--- config.mk ---
export PLATFORM = sky130hd
export DESIGN_NAME = ula_seq
export DESIGN_NICKNAME = d
export VERILOG_FILES = /design/src/rtl/ula_seq.sv
export SDC_FILE = /design/constraint.sdc
export NUM_CORES = 1
export LEC_CHECK = 0
export ABC_AREA = 1
export CAP_MARGIN = 20
export CORE_MARGIN = 4
export CORE_UTILIZATION = 30
export DETAILED_ROUTE_END_ITERATION = 7
export SLEW_MARGIN = 20
export SYNTH_ARGS = -nofsm -noshare
export SYNTH_HDL_FRONTEND = slang
export SYNTH_SLANG_ARGS = --single-unit
--- constraint.sdc ---
create_clock -name CLK -period 4 [get_ports CLK]
set_input_delay 0.6 -clock CLK [delete_from_list [all_inputs] [get_ports CLK]]
set_output_delay 0.6 -clock CLK [all_outputs]
set_load 0.02 [all_outputs]
--- src/rtl/ula_seq.sv ---
// Registered ALU: single-cycle arithmetic/logic/shift ops plus iterative
// multiply, divide and remainder behind a Start/Busy/Done handshake.
//
// Handshake: Start, CodeULA, OpA and OpB are sampled on a rising edge only
// while Busy is 0. Busy is high while an iterative op runs. Done pulses for one
// cycle when Res/FlagReg hold a new result. Done and Busy are never both high.
module ula_seq #(
  parameter int WIDTH = 16
) (
  input  logic             CLK,
  input  logic             RST,
  input  logic             Start,
  input  logic [3:0]       CodeULA,
  input  logic [WIDTH-1:0] OpA,
  input  logic [WIDTH-1:0] OpB,
  output logic [WIDTH-1:0] Res,
  output logic [2:0]       FlagReg,
  output logic             Busy,
  output logic             Done,
  output logic [0:0]       DbgState
);
  localparam int SW = $clog2(WIDTH);
  localparam int MSB = WIDTH - 1;

  localparam logic [0:0] IDLE = 1'b0;
  localparam logic [0:0] CALC = 1'b1;

  localparam logic [3:0] OP_ADD = 4'b0000;
  localparam logic [3:0] OP_SUB = 4'b0001;
  localparam logic [3:0] OP_SLT = 4'b0010;
  localparam logic [3:0] OP_AND = 4'b0011;
  localparam logic [3:0] OP_OR  = 4'b0100;
  localparam logic [3:0] OP_XOR = 4'b0101;
  localparam logic [3:0] OP_BEZ = 4'b0110;
  localparam logic [3:0] OP_MUL = 4'b0111;
  localparam logic [3:0] OP_DIV = 4'b1000;
  localparam logic [3:0] OP_REM = 4'b1001;
  localparam logic [3:0] OP_SLL = 4'b1010;
  localparam logic [3:0] OP_SRL = 4'b1011;
  localparam logic [3:0] OP_SRA = 4'b1100;

  localparam logic [WIDTH-1:0] ONE      = 1;
  localparam logic [SW:0]      CNT_ONE  = 1;
  localparam logic [SW:0]      CNT_INIT = (SW+1)'(WIDTH);

  logic [0:0]       state;
  logic [SW:0]      cnt;
  logic [3:0]       code;
  logic [WIDTH-1:0] acc;
  logic [WIDTH-1:0] opA;
  logic [WIDTH-1:0] opB;

  logic [WIDTH-1:0] scRes;
  logic [2:0]       scFlags;
  logic             scV;
  logic             scBez;
  logic             scNone;
  logic             isIter;
  logic [SW-1:0]    sh;
  logic [WIDTH-1:0] negB;

  always_comb begin
    scRes  = '0;
    scV    = 1'b0;
    scBez  = 1'b0;
    scNone = 1'b0;
    isIter = 1'b0;
    sh     = OpB[SW-1:0];
    negB   = ~OpB + ONE;
    case (CodeULA)
      OP_ADD: begin
        scRes = OpA + OpB;
        scV   = (OpA[MSB] == OpB[MSB]) && (scRes[MSB] != OpA[MSB]);
      end
      OP_SUB: begin
        scRes = OpA + negB;
        scV   = (OpA[MSB] == negB[MSB]) && (scRes[MSB] != OpA[MSB]);
      end
      OP_SLT: scRes = (OpA > OpB) ? ONE : '0;
      OP_AND: scRes = OpA & OpB;
      OP_OR:  scRes = OpA | OpB;
      OP_XOR: scRes = OpA ^ OpB;
      OP_BEZ: begin
        scRes = OpB;
        scBez = 1'b1;
      end
      OP_SLL: scRes = OpA << sh;
      OP_SRL: scRes = OpA >> sh;
      OP_SRA: scRes = $unsigned($signed(OpA) >>> sh);
      OP_MUL: isIter = 1'b1;
      // A zero divisor is resolved here so the op finishes in one cycle.
      OP_DIV: begin
        if (OpB == '0) begin
          scRes = '1;
          scV   = 1'b1;
        end else begin
          isIter = 1'b1;
        end
      end
      OP_REM: begin
        if (OpB == '0) begin
          scRes = OpA;
          scV   = 1'b1;
        end else begin
          isIter = 1'b1;
        end
      end
      default: scNone = 1'b1;
    endcase
    if (scNone)     scFlags = 3'b000;
    else if (scBez) scFlags = {(OpA == '0), 2'b00};
    else            scFlags = {(scRes == '0), scRes[MSB], scV};
  end

  // One radix-2 step. MUL keeps the product high half in acc and shifts the
  // low half into opB; DIV/REM keeps the partial remainder in acc, divisor in
  // opA, and shifts dividend bits out of / quotient bits into opB.
  logic [WIDTH:0]   mulSum;
  logic [WIDTH:0]   divTrial;
  logic [WIDTH:0]   divDiff;
  logic [WIDTH-1:0] nAcc;
  logic [WIDTH-1:0] nQ;
  logic [WIDTH-1:0] finRes;
  logic             finV;

  always_comb begin
    mulSum   = {1'b0, acc} + (opB[0] ? {1'b0, opA} : '0);
    divTrial = {acc, opB[MSB]};
    divDiff  = divTrial - {1'b0, opA};
    if (code == OP_MUL) begin
      nAcc = mulSum[WIDTH:1];
      nQ   = {mulSum[0], opB[MSB:1]};
    end else if (!divDiff[WIDTH]) begin
      nAcc = divDiff[WIDTH-1:0];
      nQ   = {opB[MSB-1:0], 1'b1};
    end else begin
      nAcc = divTrial[WIDTH-1:0];
      nQ   = {opB[MSB-1:0], 1'b0};
    end
    finRes = (code == OP_REM) ? nAcc : nQ;
    finV   = (code == OP_MUL) ? (nAcc != '0) : 1'b0;
  end

  always_ff @(posedge CLK or posedge RST) begin
    if (RST) begin
      state   <= IDLE;
      cnt     <= '0;
      code    <= '0;
      acc     <= '0;
      opA     <= '0;
      opB     <= '0;
      Res     <= '0;
      FlagReg <= 3'b000;
      Done    <= 1'b0;
    end else begin
      Done <= 1'b0;
      case (state)
        IDLE: begin
          if (Start) begin
            if (isIter) begin
              state <= CALC;
              code  <= CodeULA;
              acc   <= '0;
              cnt   <= CNT_INIT;
              if (CodeULA == OP_MUL) begin
                opA <= OpA;
                opB <= OpB;
              end else begin
                opA <= OpB;
                opB <= OpA;
              end
            end else begin
              Res     <= scRes;
              FlagReg <= scFlags;
              Done    <= 1'b1;
            end
          end
        end
        CALC: begin
          acc <= nAcc;
          opB <= nQ;
          cnt <= cnt - CNT_ONE;
          if (cnt == CNT_ONE) begin
            Res     <= finRes;
            FlagReg <= {(finRes == '0), finRes[MSB], finV};
            Done    <= 1'b1;
            state   <= IDLE;
          end
        end
        default: state <= IDLE;
      endcase
    end
  end

  assign Busy     = (state == CALC);
  assign DbgState = state;

endmodule

* After elaboration in Yosys (flattened, before gate mapping) *
Cells that the tools add are included.
Widths: inputs -> output; s select.

word-level totals
  register bits = 78
  latch bits = 0
  RAM bits = 0
  memory bits (read-only) = 0
  output and inout port bits = 22
  memories kept = 0

operators by class
  add/sub/neg operators = 6
  multiply operators = 0
  div/mod/pow operators = 0
  $lt $le $gt $ge = 1
  eq/ne operators = 23
  shift-type cells = 3
  muxes and demuxes = 45
  bitwise logic cells = 5
  reduce and logical (&&, ||, !) cells = 13

operators with widths
  cell                   count
  $mux 16                16
  $pmux 16 s12           1
  $pmux 16 s2            3
  $logic_not 16->1       4
  $add 16x16->16         2
  $eq 4x4->1 const B     6
  $eq 4x3->1 const B     5
  $add 16x16->17         1
  $sub 17x16->17         1
  $add 16x1->16 const B  1
  $and 16x16->16         1
  $gt 16x16->1           1
  $not 16->16            1
  $or 16x16->16          1
  $reduce_bool 16->1     1
  $shl 16x4->16          1
  $shr 16x4->16          1
  $sshr 16x4->16         1
  $xor 16x16->16         1
  $mux 3                 5
  $reduce_or 13->1       1
  $mux 1                 12
  $mux 5                 2
  $pmux 5 s2             1
  other kinds (17)       26

* Logic depth before layout (Yosys ltp) *
  word-level depth = 11
  mapped depth = 31
  gate-level depth less buffers = 29

* Worst setup path after synthesis *
OpenSTA, ideal clock, no wires.

  path type = input -> register
  start = input OpB[1]
  end = register FlagReg[2]
  setup time = 65 ps
  data arrival time = 3554 ps
  required time = 3935 ps
  path slack = 381 ps
  cell stages on the path = 29
  path buffers = 2
  cells stage by stage = buf_4 > inv_2 > buf_2 > ha_1 > nand3_1 > nor2_1 > nand2_1 > nor2_2 > nand2_1 > xor2_1 > inv_1 > ha_1 > inv_1 > nor3_1 > and2_1 > nand2_1 > nand2_1 > nand2_1 > nand3_1 > nand4_1 > nor2_1 > nand2_1 > nor2_1 > nand2_1 > nand2_1 > nand2_1 > nand2_1 > nand2_1 > nand2_1

on the way
  word-level cells in the longest chain between the ends = 10
  elaborated cells between the ends (all ways) = 26
  classes of those cells = add/sub: 3; order compare: 1; eq/ne: 1; shift: 3; mux: 11; bitwise: 4; reduce/logical: 3

ends and longest elaborated chain
  what                    line  RTL
  start: declaration      15    input logic [WIDTH-1:0] OpB,
  $not 16->16             69    negB = ~OpB + ONE;
  $add 16x1->16           69
  $add 16x16->16          76    scRes = OpA + negB;
  $pmux 16 s12            70    case (CodeULA)
  $logic_not 16->1        112   else scFlags = {(scRes == '0), scRes[MSB], scV};
  $mux 3                  111   else if (scBez) scFlags = {(OpA == '0), 2'b00};
  $mux 3                  110   if (scNone) scFlags = 3'b000;
  $mux 3                  160   if (isIter) begin
  $mux 3                  159   if (Start) begin
  $pmux 3 s2              157   case (state)
  end signal: assignment  174   FlagReg <= scFlags;
  end signal: assignment  185   FlagReg <= {(finRes == '0), finRes[MSB], finV};
  end: declaration        17    output logic [2:0] FlagReg,

Parallel ways exist; a longest one is shown, timed or not. The select of a mux whose other input is x is not followed.
A chain may end at the register's enable or synchronous reset.

* Final worst setup path *
  start = input OpB[0]
  end = register FlagReg[2]

Same word-level chain as after synthesis.

==> impl_results.md <==
* Worst-Margin Slew at 0.845 ns
* Synth unique cells at 52
* Die H at 209 um
* Max Fclk at 0.267 GHz
* Synth Instances at 2,136
* Slew HR at 43.7%
* Worst skew pair latency at 0.35 ns
* Die Area at 43,700 um2
* Post-DP HPWL at 44.0 mm
* Worst setup margin at 0.260 ns
* Cell Area, Synth at 12,100 um2
* Number of synthesized flops with an enable pin at 0
* # rows at 73
* Grt total ovfl at 0
* Largest net degree at the start of global routing at 64
* CTS tree: yes
* Switching share of total power at 55.6%
* Setup TNS at 0 ns
* DR DRC count at 0
* Synth Flop Type: dfrtp_1
* Ys Warns at 0
* Gpl congestion at 1.05
* Clk sink count at 78
* Power Density at 610 nW/um2
* Gr usage total at 23.4%
* Vias at 14,700
* Antenna violations before repair at 1
* Vias per cell at 5.25
* Starting density of the core at 30.5%
* Fin crit share at 93.5%
* Worst-path fanout max at 4
* Post-CTS Hold Buffers at 0
* Die Wd at 209 um
* First-pass GRT wire length at 80.7 mm
* Synthesis-stage register bit count at 78
* Seq pwr share at 18.0%
* P_sw at 4.87 mW
* CTS root buffer: clkbuf_16
* Clock-pin slew on the worst setup and hold paths at 0.06 ns
* Avg Cell Area, Syn at 5.68 um2
* Logic gate share of total power at 72.3%
* Syn_nets at 2,280
* CP arrival at 4.03 ns
* Drt wl/cell at 19.1 um
* Final ANT Viol Nets at 0
* Layout overhead on the synthesized area at 18.5%
* Clock Power Share at 9.8%
* Max Cap Viol at 0
* Leakage at 7.67 nW
* Pins Over Slew Limit at 0
* Top Ports at 61
* Number of diodes at 0
* Clk_skew at 0.00885 ns
* Async SR Flop Fraction at 100%
* Cell Int Power at 3.89 mW
* Core area at 39,800 um2
* Status: finished, final reports clean
* Starting DRT DRC Count at 1,538
* IR drop worst, VDD at 0.275 mV
* # setup viols final at 0
* DRT Pass-1 Iters at 6
* Port-buffer cells at 60
* Period minus WS final at 3.74 ns
* Htree depth at 3
* Total power at 8.76 mW
* Final #Nets at 2,414
* Routed WL at 53.5 mm
* Post-Place Setup Slack at -0.295 ns
* Vias in the first global route at 13,700
* Total CTS buffers at 9
* Sequential area share after synthesis at 16.1%
* Data required, critical path at 4.29 ns
* Worst Setup Start Kind: input pin
* Crit Path Class: input pin to register
* Type of destination of the critical path: register
* Clock Tree Buf Depth at 2
* Final count of hold timing violations at 0
* Layout cells sized above 1 at 10.4%
* HP Class: register to register
* Final Util at 36.1%
[per-stage QoR]
step | cells | cell area [um2] | hold WS, ns
final | 2800 | 14400 | 0.470
after global routing | 2800 | 14400 | 0.510
after CTS | 2799 | 14300 | 0.474
after detailed placement | 2783 | 14000 | 0.466
after global placement | 2783 | 14000 | 0.466
after floorplan | 2136 | 12100 | 0.446
[power groups by stage]
| stage | Sequential [mW] | Combinational [mW] | Clock [mW] |
|---|---|---|---|
| 6_report | 1.57 | 6.33 | 0.858 |
| 5_1_grt | 1.61 | 7.04 | 0.901 |
| 4_1_cts | 1.57 | 6.26 | 0.875 |
| 3_5_place_dp | 1.58 | 6.22 | 0 |
| 3_3_place_gp | 1.58 | 6.16 | 0 |
| 2_1_floorplan | 1.50 | 4.42 | 0 |
[timing repair]
item                       CTS  global route
gates resized for setup      0            12
setup endpoints to repair    0             1
buffers inserted             0             1
[per-layer routing]
layer	GRT usage (%)	part of all wire, %	vias up
li1	-	-	7167
met1	31.1	43	6739
met2	38.6	45	653
met3	2.81	7.2	128
met4	9.32	4.8	0
met5	0	0	-
[final cells by class]
cell class                      count  area [um2]
Fill cell                        4499       25500
Multi-Input combinational cell   1709        8810
Sequential cell                    78        1950
Timing Repair Buffer              192        1590
Inverter                          280        1050
Tap cell                          525         657
Clock buffer                        9         225
Clock inverter                      7        80.1
[worst paths after layout]
check	from	to	depth (start not counted)	slack (ns)
max reg2reg	opB[0]$_DFFE_PP0P_	Res[11]$_DFFE_PP0P_	17	0.74
max in group asynchronous	RST	acc[13]$_DFFE_PP0P_	3	2.50
min in group asynchronous	RST	acc[3]$_DFFE_PP0P_	2	0.70
min	cnt[4]$_DFFE_PP0P_	cnt[4]$_DFFE_PP0P_	1	0.47
min reg2reg	cnt[4]$_DFFE_PP0P_	cnt[4]$_DFFE_PP0P_	1	0.47
max	OpB[0]	FlagReg[2]$_DFFE_PP0P_	24	0.26
[critical path: stages]
cell             delay (ns)
clkdlybuf4s50_1        0.49
inv_2                  0.04
ha_1                   0.21
buf_4                  0.14
nand2_1                0.13
xor2_1                 0.15
inv_1                  0.06
ha_1                   0.33
nand2_1                0.11
nand2_1                0.10
nand3b_1               0.22
o21ai_0                0.39
nand2_1                0.10
nor2_1                 0.11
nand2_1                0.14
nor2_1                 0.13
nand2_1                0.07
nor2_2                 0.14
nand2_1                0.07
nand2_1                0.05
nand2_1                0.07
nand2_1                0.07
nand2_1                0.05
nand2_1                0.05
[cell usage in the layout, fill, tap and decap left out, types with 6 or more instances in the layout]
cell type,count
a31oi_1,6
nand3_2,13
o21ai_1,11
nand2_2,22
nor4_1,6
clkdlybuf4s50_1,59
clkbuf_16,9
o221ai_1,7
ha_1,101
nor2_2,14
nand2_4,6
inv_1,263
o211ai_1,13
and2_1,12
nor2_1,187
dfrtp_1,78
buf_4,132
nand3b_1,18
o22ai_1,19
a21oi_1,76
nand2_1,743
nand4_1,30
nand3_1,210
nor3_1,16
xnor2_1,7
xor2_1,18
o21a_1,6
o21ai_0,131
inv_2,15
[registers in the layout, summed over array words and instances, names as in the netlist]
register and count:
Busy 1, Done 1, FlagReg 3, Res 16, acc 16, cnt 5
code 4, opA 16, opB 16
[cell usage after synthesis (all sizes together) (2+ instances only)]
library cell,number,area (um2)
a21boi,3,22.5
a21oi,80,427
a31oi,6,37.5
a32o,2,20.0
and2,12,75.1
buf,39,251
clkbuf,30,113
dfrtp,78,1950
fa,4,80.1
ha,101,1260
inv,279,1050
nand2,771,2990
nand3,224,1190
nand3b,18,135
nand4,31,200
nor2,204,808
nor3,19,106
nor4,6,37.5
o211ai,13,97.6
o21a,6,45.0
o21ai,144,724
o21bai,4,30.0
o221ai,7,61.3
o22ai,19,119
or2,4,25.0
xnor2,7,61.3
xor2,18,158
[logic make-up after synthesis]
group                    Yosys count  synth area share (%)
adder cells (fa/ha/maj)          105                  11.1
flip-flops                        78                  16.1
AND/OR/NAND/NOR                 1290                  46.0
buffers and inverters            349                  11.7
XOR/XNOR                          25                  1.81
AO/OA/AOI/OAI                    289                  13.4
(Power assumes the default switching activity.)
